File: config.mk
export PLATFORM = sky130hd
export DESIGN_NAME = auth_seq_blk
export DESIGN_NICKNAME = d
export VERILOG_FILES = /design/src/rtl/auth_seq_blk.sv
export SDC_FILE = /design/constraint.sdc
export NUM_CORES = 1
export LEC_CHECK = 0
export CORE_UTILIZATION = 54
export DETAILED_ROUTE_END_ITERATION = 10
export PLACE_DENSITY = 0.76
export REMOVE_ABC_BUFFERS = 1
export SETUP_SLACK_MARGIN = 0.1
export SYNTH_ARGS = -nofsm -noshare
export SYNTH_HDL_FRONTEND = slang
export SYNTH_SLANG_ARGS = --single-unit
File: constraint.sdc
create_clock -name clk -period 2.5 [get_ports clk]
set_clock_uncertainty 0.05 [all_clocks]
set_input_delay 0.25 -clock clk [delete_from_list [all_inputs] [get_ports clk]]
set_output_delay 0.25 -clock clk [all_outputs]
set_load 0.01 [all_outputs]
File: src/rtl/auth_seq_blk.sv
// auth_seq_blk: rider-authentication controller for the power path.
// A start byte followed by the full passcode raises pwr_up. A stop byte plus
// a continuously high rider_off lowers it again. MAX_FAILS consecutive bad
// attempts lock the block out for LOCK_CYCLES cycles.
// Optional macro AUTH_TIMEOUT_EN adds an inter-byte timeout (BYTE_TMO cycles)
// while a passcode is being entered; a timeout counts as a failed attempt.
module auth_seq_blk #(
  parameter int unsigned           CODE_LEN    = 4,
  parameter logic [8*CODE_LEN-1:0] CODE        = 32'h3132_3334,
  parameter logic [7:0]            START_BYTE  = 8'h47,
  parameter logic [7:0]            STOP_BYTE   = 8'h53,
  parameter int unsigned           MAX_FAILS   = 3,
  parameter int unsigned           LOCK_CYCLES = 50_000_000,
  parameter int unsigned           OFF_CYCLES  = 1_000_000
`ifdef AUTH_TIMEOUT_EN
  ,
  parameter int unsigned           BYTE_TMO    = 25_000_000
`endif
) (
  input  logic                             clk,
  input  logic                             rst,
  input  logic [7:0]                       rx_data,
  input  logic                             rdy,
  output logic                             clr_rdy,
  input  logic                             rider_off,
  output logic                             pwr_up,
  output logic                             locked,
  output logic [$clog2(MAX_FAILS+1)-1:0]   fail_cnt
);

  localparam int unsigned FAIL_W = $clog2(MAX_FAILS + 1);
  localparam int unsigned IDX_W  = (CODE_LEN    > 1) ? $clog2(CODE_LEN)    : 1;
  localparam int unsigned LOCK_W = (LOCK_CYCLES > 1) ? $clog2(LOCK_CYCLES) : 1;
  localparam int unsigned OFF_W  = (OFF_CYCLES  > 1) ? $clog2(OFF_CYCLES)  : 1;
`ifdef AUTH_TIMEOUT_EN
  localparam int unsigned TMO_W  = (BYTE_TMO    > 1) ? $clog2(BYTE_TMO)    : 1;
`endif

  typedef enum logic [2:0] {
    S_IDLE      = 3'd0,
    S_CODE      = 3'd1,
    S_ENABLED   = 3'd2,
    S_STOP_PEND = 3'd3,
    S_LOCKOUT   = 3'd4
  } state_t;

  state_t            state;
  logic [IDX_W-1:0]  idx;
  logic [LOCK_W-1:0] lock_cnt;
  logic [OFF_W-1:0]  off_cnt;
  logic [7:0]        exp_byte;
  logic              code_fail_c;
`ifdef AUTH_TIMEOUT_EN
  logic [TMO_W-1:0]  tmo_cnt;
`endif

  // Every presented byte is consumed in the cycle it appears.
  assign clr_rdy = rdy;

  // Passcode byte expected at the current position; first byte sits in the MSBs.
  assign exp_byte = 8'(CODE >> (8 * (CODE_LEN - 1 - 32'(idx))));

  // An attempt fails on a wrong byte (or, when enabled, on inter-byte timeout).
  always_comb begin
    code_fail_c = 1'b0;
    if (state == S_CODE) begin
      if (rdy) begin
        code_fail_c = (rx_data != exp_byte);
      end
`ifdef AUTH_TIMEOUT_EN
      else begin
        code_fail_c = (tmo_cnt == TMO_W'(BYTE_TMO - 1));
      end
`endif
    end
  end

  // Authentication state machine with registered outputs.
  always_ff @(posedge clk) begin
    if (rst) begin
      state    <= S_IDLE;
      pwr_up   <= 1'b0;
      locked   <= 1'b0;
      fail_cnt <= '0;
      idx      <= '0;
      lock_cnt <= '0;
      off_cnt  <= '0;
`ifdef AUTH_TIMEOUT_EN
      tmo_cnt  <= '0;
`endif
    end else begin
      case (state)
        S_IDLE: begin
          if (rdy && (rx_data == START_BYTE)) begin
            idx   <= '0;
`ifdef AUTH_TIMEOUT_EN
            tmo_cnt <= '0;
`endif
            state <= S_CODE;
          end
        end

        S_CODE: begin
          if (code_fail_c) begin
            if ((32'(fail_cnt) + 32'd1) == MAX_FAILS) begin
              fail_cnt <= FAIL_W'(MAX_FAILS);
              locked   <= 1'b1;
              lock_cnt <= '0;
              state    <= S_LOCKOUT;
            end else begin
              fail_cnt <= fail_cnt + FAIL_W'(1);
              state    <= S_IDLE;
            end
          end else if (rdy) begin
`ifdef AUTH_TIMEOUT_EN
            tmo_cnt <= '0;
`endif
            if (32'(idx) == (CODE_LEN - 1)) begin
              pwr_up   <= 1'b1;
              fail_cnt <= '0;
              state    <= S_ENABLED;
            end else begin
              idx <= idx + IDX_W'(1);
            end
          end
`ifdef AUTH_TIMEOUT_EN
          else begin
            tmo_cnt <= tmo_cnt + TMO_W'(1);
          end
`endif
        end

        S_ENABLED: begin
          if (rdy && (rx_data == STOP_BYTE)) begin
            off_cnt <= '0;
            state   <= S_STOP_PEND;
          end
        end

        S_STOP_PEND: begin
          // A start byte cancels the stop request, even on the terminal cycle.
          if (rdy && (rx_data == START_BYTE)) begin
            state <= S_ENABLED;
          end else if (rider_off) begin
            if (off_cnt == OFF_W'(OFF_CYCLES - 1)) begin
              pwr_up <= 1'b0;
              state  <= S_IDLE;
            end else begin
              off_cnt <= off_cnt + OFF_W'(1);
            end
          end else begin
            off_cnt <= '0;
          end
        end

        S_LOCKOUT: begin
          if (lock_cnt == LOCK_W'(LOCK_CYCLES - 1)) begin
            locked   <= 1'b0;
            fail_cnt <= '0;
            state    <= S_IDLE;
          end else begin
            lock_cnt <= lock_cnt + LOCK_W'(1);
          end
        end

        default: begin
          pwr_up <= 1'b0;
          locked <= 1'b0;
          state  <= S_IDLE;
        end
      endcase
    end
  end

endmodule

# ---- Word level (Yosys, flattened, before mapping)
# Cells that the tools add are included.
dict set report totals {
  wordCells 104
  reg_bits 55
}
dict set report op_classes {
  bitwise 2
  n_shift 1
  muxes 44
  reduce_logical 15
  n_eq_ne 29
  addsub 6
}
# op count
set ops {}
lappend ops {{20-bit two-way mux} 4}
lappend ops {{26-bit two-way mux} 3}
lappend ops {{26-bit one-hot mux with 2 select lines} 1}
lappend ops {{20-bit one-hot mux with 2 select lines} 1}
lappend ops {{30-bit by 32-bit >> shifter with 8-bit output, first input constant} 1}
lappend ops {{3-bit two-way mux} 10}
lappend ops {{26-bit by 1-bit adder with 26-bit output, second input constant} 1}
lappend ops {{26-bit equality test, second input constant} 1}
lappend ops {{2-bit inequality test, second input constant} 11}
lappend ops {{20-bit by 1-bit adder with 20-bit output, second input constant} 1}
lappend ops {{20-bit equality test, second input constant} 1}
lappend ops {{2-bit two-way mux} 9}
lappend ops {{8-bit by 7-bit equality test with 1-bit output, second input constant} 2}
lappend ops {{4-bit AND reduction} 4}
lappend ops {{3-bit one-hot mux with 5 select lines} 1}
lappend ops {{7-bit AND reduction} 2}
lappend ops {{3-bit inequality test, second input constant} 4}
lappend ops {{1-bit two-way mux} 11}
lappend ops {{3-bit by 2-bit equality test with 1-bit output, second input constant} 3}
lappend ops {{8-bit inequality test} 1}
lappend ops {{2-bit one-hot mux with 2 select lines} 2}
lappend ops {{1-bit one-hot mux with 3 select lines} 2}
lappend ops {{2-bit nonzero test} 3}
lappend ops {{3-bit OR reduction} 2}
lappend ops {{12 further kinds} 16}

# ---- Depth between registers and ports, before layout
# Gate-level depths: netlist (run 1).
dict set report logic_depth {
  ltp_word 7
  mapped_depth 8
  ltp_nobuf 7
}

# ---- Least setup slack after synthesis (run 1)
# OpenSTA, ideal clock, no wires.
dict set report synth_timing {
  path_type {flip-flop to flip-flop}
  start {register off_cnt[11]}
  end {register off_cnt[8]}
  slack_ns 0.104
  t_arrival_ns 2.229
  stages_incl_launch_ff 8
  path_cell_list {dfxtp_1 > or4_1 > or4_4 > o2111ai_4 > or2_1 > buf_6 > a21oi_4 > a32o_1}
}
dict set report synth_via {
  elab_chain_len 3
}
# item line
set synth_rtl {}
lappend synth_rtl {{from (decl)} 50} ;# logic [OFF_W-1:0] off_cnt;
lappend synth_rtl {{from (signal assigned)} 149} ;# off_cnt <= off_cnt + OFF_W'(1);
lappend synth_rtl {{20-bit equality test} 145} ;# if (off_cnt == OFF_W'(OFF_CYCLES - 1)) begin
lappend synth_rtl {{3-bit inequality test (no line)} -}
lappend synth_rtl {{4-bit AND reduction (no line)} -}
# Every way passes these cells.
# A chain may end at the register's enable or synchronous reset.

# ---- Worst setup path in the final report (run 1)
dict set report layout_timing {
  start {register off_cnt[7]}
  end {register off_cnt[12]}
}
dict set report layout_via {
  elab_chain_len 5
  elab_cells_between_ends 8
  cone_classes {1 x add/sub; 2 x eq/ne; 4 x mux; 1 x reduce/logical}
}
# item line
set layout_rtl {}
lappend layout_rtl {{20-bit by 1-bit adder with 20-bit output} 149}
lappend layout_rtl {{20-bit two-way mux} 145}
lappend layout_rtl {{20-bit two-way mux} 144} ;# end else if (rider_off) begin
lappend layout_rtl {{20-bit two-way mux} 142} ;# if (rdy && (rx_data == START_BYTE)) begin
lappend layout_rtl {{20-bit one-hot mux with 2 select lines} 92} ;# case (state)
# Parallel ways exist; a longest one is shown, timed or not. The select of a mux whose other input is x is not followed.

==> summary.md, run 1 <==
| Metric | Value |
|---|---|
| Number of global-route vias before repair | 3051 |
| Final nets | 465 |
| WHS | around 430 ps |
| R2R setup slack | -10 ps |
| Critical path class | flip-flop to flip-flop |
| CTS root buf | clkbuf_8 |
| Max-slew violations | 0 |
| Max-slew headroom | between 60% and 70% |
| Cell Area, Synth | 3170 um^2 |
| Pin slew with the least headroom to its limit | 542 ps |
| # H-tree levels | 2 |
| Max VDD drop | roughly 0.29 mV |
| Fill cells | roughly 460 |
| Count of final setup violators | 1 |
| Place WS | -14.1 ps |
| CTS buffer count | 5 |
| CP arrival | 2690 ps |
| Post-layout min period | approximately 2500 ps |
| Crit path from | off_cnt[7] |
| Met3 wire len | approximately 600 um |
| GP Congestion | 0.850 |
| Final Cycle Share | 100% |
| Antenna violations before repair | 0 |
| Fmax | between 0.3 and 0.4 GHz |
| Clock buffer depth | 2 |
| Worst R2R End | off_cnt[12] |
| Metal-1 WL | ~3700 um |
| Largest net degree at the start of global routing | 27 |
| Met2 WL | 4300 um |
| Post-DR wirelength/cell | approximately 17 um |
| Highest Signal Layer | met4 |
| R2r startpoint | off_cnt[7] |
| Vias/cell | 6.46 |
| Yosys reg bits | between 50 and 60 |
| Initial Util | 56.8% |
| Cells after Synth | 389 |
| Clock slew at reported path FFs | 110 ps |
| Failing checks | setup timing |
| Die area | between 6000 and 7000 um^2 |
| Antenna diode count | 0 |
| Max cap viols | 0 |
| Drt initial violations | about 210 |
| Seq/Total Area, Yosys | between 30% and 40% |
| Ports | 17 |
| Ratio of cells with drive above 1 in the final layout | a little over 20% |
| Req. time, crit path | approximately 2700 ps |
| Commonest non-fill, non-tap cell in the layout | dfxtp_1 |
| Skew-Pair Late Insertion Delay | between 300 and 400 ps |
| Post-synth ARST share | 0% |
| Most used DFF post-synth | dfxtp_1 |
| Reg2reg path depth | 7 |
| Number of flops mapped to enable cells by yosys | 0 |
| Final HPWL DP | around 5600 um |
| Hold crit path type | flip-flop to flip-flop |
| Startpoint Class | flip-flop |
| Crit-path max FO | 8 |
| RSZ-0062 raised after global routing | yes |
| TritonRoute pass-1 iters | 5 |
| Synth top area share | about a third |
| DR vias | ~3400 |
| Area delta synth->final | 26.5% |
| Core Rows | 27 |
| Most frequent cells in the layout | dfxtp_1, buf_4, nand2_1 |
| Port bufs | 16 |
| Fin util | 71.9% |
| First-pass GRT wire length | between 10000 and 15000 um |
| Crit end category | flip-flop |
| Setup crit end | off_cnt[12] |
| CTS tree | yes |
| Syn avg cell area | ~8.1 um^2 |
| Cell Pwr Density | roughly 410 nW/um^2 |
| Final WS setup | -12.0 ps |
| Final hold vios | 0 |
| Synth unique cells | 60 |
| Total congestion overflow | 0 |
| Die W | around 80 um |
| # DRC | 0 |
| Cell taking the most area after synthesis | dfxtp_1 |
| Largest cells by area after synthesis | dfxtp_1, nand2_1, a21oi_1 |
| Post-route ant nets | 0 |
| Yosys warns | 0 |
| Area of the core | 5570 um^2 |
| Sink Count | 55 |
| Die H | 78.6 um |
| PnR Total Power | roughly 1.7 mW |
| GRT Overall Usage | a little over a quarter |
| Post-Route WL | roughly 8700 um |
| Status | finished, violations left |
| Leak | about 1.3 nW |
## power by group
group	switching, mW	total [mW]	leakage (nW)	internal [mW]
sequential	0.0000381	0.876	0.443	0.876
clock	0.313	0.712	0.0644	0.400
combinational	0.0376	0.0676	0.770	0.0300
## worst min path at each step
stage / startpoint / end / slack (ps) / cells past startpoint
6_report: fail_cnt[1] / fail_cnt[1] / 430 / 2
5_1_grt: lock_cnt[20] / lock_cnt[20] / 470 / 2
4_1_cts: idx[1] / idx[1] / 430 / 2
3_5_place_dp: idx[1] / idx[1] / 420 / 2
3_3_place_gp: locked / locked / 400 / 1
2_1_floorplan: rst / off_cnt[14] / 270 / 1
## critical path: stages, from the launching register on
cell	delay [ps]
dfxtp_1	330
or4_1	520
or4_4	570
o2111ai_4	250
or2_1	200
buf_12	140
nand2_4	80
a311oi_1	280
## synth_stat cells, types with 4 or more instances
cell       number
a2111oi_0       5
nor3b_1         4
dfxtp_1        55
a21oi_1        24
nor4_1          7
buf_2           4
nor2_1         25
or4_1           7
a32o_1          9
nand4_1        15
a211oi_1        7
o31ai_1         9
clkbuf_1       13
a31oi_1         4
nor3_1         14
inv_1          18
ha_1            4
o21ai_0        23
nand3_1        17
or3_1          11
xnor2_1        13
o32ai_1         5
nand2_1        37
## final cells by class
type	count	area, um^2	area share, %
multi-input cells	297	1980	49.5
flip-flops and latches	55	1100	27.5
repair buffers	72	629	15.7
well taps	72	90.1	2.25
clock buffers	5	68.8	1.72
clock inverters	3	67.6	1.69
inverters	18	67.6	1.69
## registers in the layout, indices dropped and copies added (netlist names)
register / cells
pwr_up: 1
state: 3
fail_cnt: 2
lock_cnt: 26
idx: 2
off_cnt: 20
locked: 1
## kinds of logic after synthesis
family	share of synthesized area [%]
xor+xnor	3.87
simple gates	28.0
flops	34.8
fa+ha+maj	1.58
buf+inv	5.61
mux	0.711
compound gates	25.4
## stage by stage
stage / cell area (um^2) / instances / setup TNS, ps
after floorplan: 3060 / 368 / -2190
after global placement: 3670 / 499 / 0
after detailed placement: 3670 / 499 / -14.1
after CTS: 3840 / 510 / -65.2
after global routing: 4010 / 522 / -470
final: 4010 / 522 / -12.0
## what timing repair did
item / 4_1_cts / 5_1_grt
cloned: 1 / 2
hold buffers: 0 / 0
setup endpoints to repair: 18 / 35
pin swaps: 6 / 10
gates resized for setup: 9 / 15
setup buffers: 2 / 10
endpoints found under the hold margin: 0 / 0
## routing by layer
metal / up-vias / GRT usage (%)
li1: 1612 / -
met3: 22 / 5.00
met2: 156 / 48.3
met1: 1583 / 32.6
met4: 0 / 10.2
met5: - / 0
Power figures use the tool's default switching activity.
==> run 2: changes to the inputs <==
Settings changed: SETUP_SLACK_MARGIN 0.1 to 0.05.
==> run 2 against run 1 <==
  * The run still ends with setup timing left
  * Sequential power is essentially flat
  * Die area is the same
  * Via count down 1.2%
  * Clock-buffer cell count did not move
  * First-iteration DRC count fell by 8.0%
  * Clock power about the same
  * Global-route usage unchanged
  * Sequential cell count unchanged
  * Cell area decreased by 2.2%
  * Critical path type unchanged
==> summary.md, run 2 (synthesized netlist as in run 1, its figures left out) <==
| Metric | Value |
|---|---|
| Area delta synth->final | 23.7% |
| Most frequent cells in the layout | dfxtp_1, buf_4, nand2_1 |
| Number of global-route vias before repair | 3051 (unchanged) |
| Final WS setup | -11.4 ps (+0.570 ps) |
| Req. time, crit path | 2680 ps (about the same) |
| Max-slew violations | 0 (unchanged) |
| Antenna violations before repair | 0 (unchanged) |
| # H-tree levels | 2 (unchanged) |
| Largest reg by FF count | lock_cnt |
| Count of final setup violators | 2 (+1) |
| Startpoint Class | flip-flop |
| R2R setup slack | -10 ps (about the same) |
| Drt initial violations | 195 (-8.0%) |
| TritonRoute pass-1 iters | 5 (unchanged) |
| Commonest non-fill, non-tap cell in the layout | dfxtp_1 |
| CTS root buf | clkbuf_8 |
| Status | finished, violations left |
| Place WS | -14.1 ps (unchanged) |
| Ratio of cells with drive above 1 in the final layout | 18.3% (-1.9 points) |
| CTS buffer count | 5 (unchanged) |
| Final hold vios | 0 (unchanged) |
| Crit-path max FO | 8 (unchanged) |
| Post-Route WL | 8460 um (-3.1%) |
| Port bufs | 16 (unchanged) |
| Skew-Pair Late Insertion Delay | 320 ps (about the same) |
| R2r startpoint | off_cnt[7] |
| Critical path class | flip-flop to flip-flop |
| Leak | 1.26 nW (-1.7%) |
| Core Rows | 27 (unchanged) |
| Area of the core | 5570 um^2 (unchanged) |
| RSZ-0062 raised after global routing | yes |
| Setup crit end | off_cnt[12] |
| First-pass GRT wire length | 13600 um (unchanged) |
| GRT Overall Usage | 27.4% (unchanged) |
| Top flop regs | lock_cnt x26, off_cnt x20, state x3 |
| Max-slew headroom | 61.2% (-1.7 points) |
| Post-DR wirelength/cell | 16.5 um (-1.6%) |
| Largest net degree at the start of global routing | 27 (unchanged) |
| Initial Util | 56.8% (unchanged) |
| Gate power share | 4.0% (about the same) |
| Reg2reg path depth | 7 (unchanged) |
| Die W | 78.6 um (unchanged) |
| Max VDD drop | 0.286 mV (-0.63%) |
| Max cap viols | 0 (unchanged) |
| Hold crit path type | flip-flop to flip-flop |
| Area post-placement | 3670 um^2 (unchanged) |
| CTS tree | yes |
| Final nets | 457 (-1.7%) |
| Hold Buf Count CTS | 0 (unchanged) |
| GP Congestion | 0.850 (unchanged) |
| Final instance area | 3920 um^2 (-2.2%) |
| Max FFs per register | 26 (unchanged) |
| Vias/cell | 6.48 (+0.29%) |
| Die area | 6180 um^2 (unchanged) |
| DR vias | 3331 (-1.2%) |
| Post-route ant nets | 0 (unchanged) |
| Cell Pwr Density | 423 nW/um^2 (+2.3%) |
| Switching Fraction | 21.2% (about the same) |
| Power Internal | 1.31 mW (about the same) |
| Final Cycle Share | 100% (about the same) |
| Post-layout min period | 2510 ps (-0.570 ps) |
| Clock buffer depth | 2 (unchanged) |
| Die H | 78.6 um (unchanged) |
| Antenna diode count | 0 (unchanged) |
| Pin slew with the least headroom to its limit | 567 ps (+24.6 ps) |
| Fmax | 0.398 GHz (about the same) |
| Crit path from | off_cnt[7] |
| Total congestion overflow | 0 (unchanged) |
| Ports | 17 (unchanged) |
| Crit end category | flip-flop |
| Part of the power in the clock network | 43.1% (about the same) |
| # DRC | 0 (unchanged) |
| Sink Count | 55 (unchanged) |
| Worst R2R End | off_cnt[12] |
| Psw | 351 uW (+0.11%) |
| Failing checks | setup timing |
| Final HPWL DP | 5590 um (unchanged) |
| Flop pwr share | 52.9% (about the same) |
| Clock slew at reported path FFs | 110 ps (about the same) |
| CP arrival | 2690 ps (about the same) |
==> run 2: cell count changes in the layout (fill, tap and decap cells not counted), sizes merged <==
cell / before / now
buf: 55 / 49
clkdlybuf4s15: 1 / 0
a21o: 4 / 3
==> run 2: worst min-delay path by stage <==
stage | from | cells past startpoint | endpoint
floorplan | rst | 1 | off_cnt[14]
global placement | locked | 1 | locked
CTS | idx[1] | 2 | idx[1]
finish | idx[1] | 2 | idx[1]
global route | idx[1] | 2 | idx[1]
detailed placement | idx[1] | 2 | idx[1]
==> run 2: metrics by stage <==
step | hold slack (ps) | TNS, ps | power, mW | util (%) | cells
after floorplan | 268 | -2190 | 0.913 | - | 368
after global placement | 400 | 0 | 0.961 | 65.9 | 499
after detailed placement | 417 | -14.1 | 0.962 | 65.9 | 499
after CTS | 430 | -65.2 | 1.66 | 69.0 | 510
after global routing | 462 | -470 | 1.70 | 70.3 | 514
final | 433 | -13.4 | 1.66 | 70.3 | 514
==> run 2: routing by layer <==
layer  global-route usage (%)  vias up  routed length (um)
met3                     5.00       22                 494
met4                     10.2        0                 142
met2                     48.3      135                4180
met5                        0        -                   0
met1                     32.6     1577                3640
li1                         -     1597                   -
==> run 2: power by group through the flow <==
stage | clock network [mW] | logic (mW) | registers, mW
after floorplan | 0 | 0.0175 | 0.896
after global placement | 0 | 0.0652 | 0.896
after detailed placement | 0 | 0.0661 | 0.896
after CTS | 0.717 | 0.0664 | 0.876
after global routing | 0.757 | 0.0722 | 0.876
final | 0.713 | 0.0670 | 0.876
==> run 2: worst max-delay path: stages, from the launching register on <==
cell and delay [ps]:
dfxtp_1 330, or4_1 520, or4_4 570, o2111ai_4 250, or2_1 200, buf_12 140
nand2_4 80, a311oi_1 280
==> run 2: layout make-up <==
class | instances | area, um^2
inverter | 18 | 67.6
tap | 72 | 90.1
sequential | 55 | 1100
multi-input combinational | 296 | 1950
timing repair buffer | 65 | 573
clock buffer | 5 | 68.8
clock inverter | 3 | 67.6
fill | 473 | 1660
==> run 2: what timing repair did <==
| action | CTS | global route |
|---|---|---|
| resized for setup | 9 | 11 |
| cloned | 1 | 0 |
| setup buffers | 2 | 4 |
| endpoints found under the setup margin | 11 | 30 |
| pin swaps | 6 | 7 |
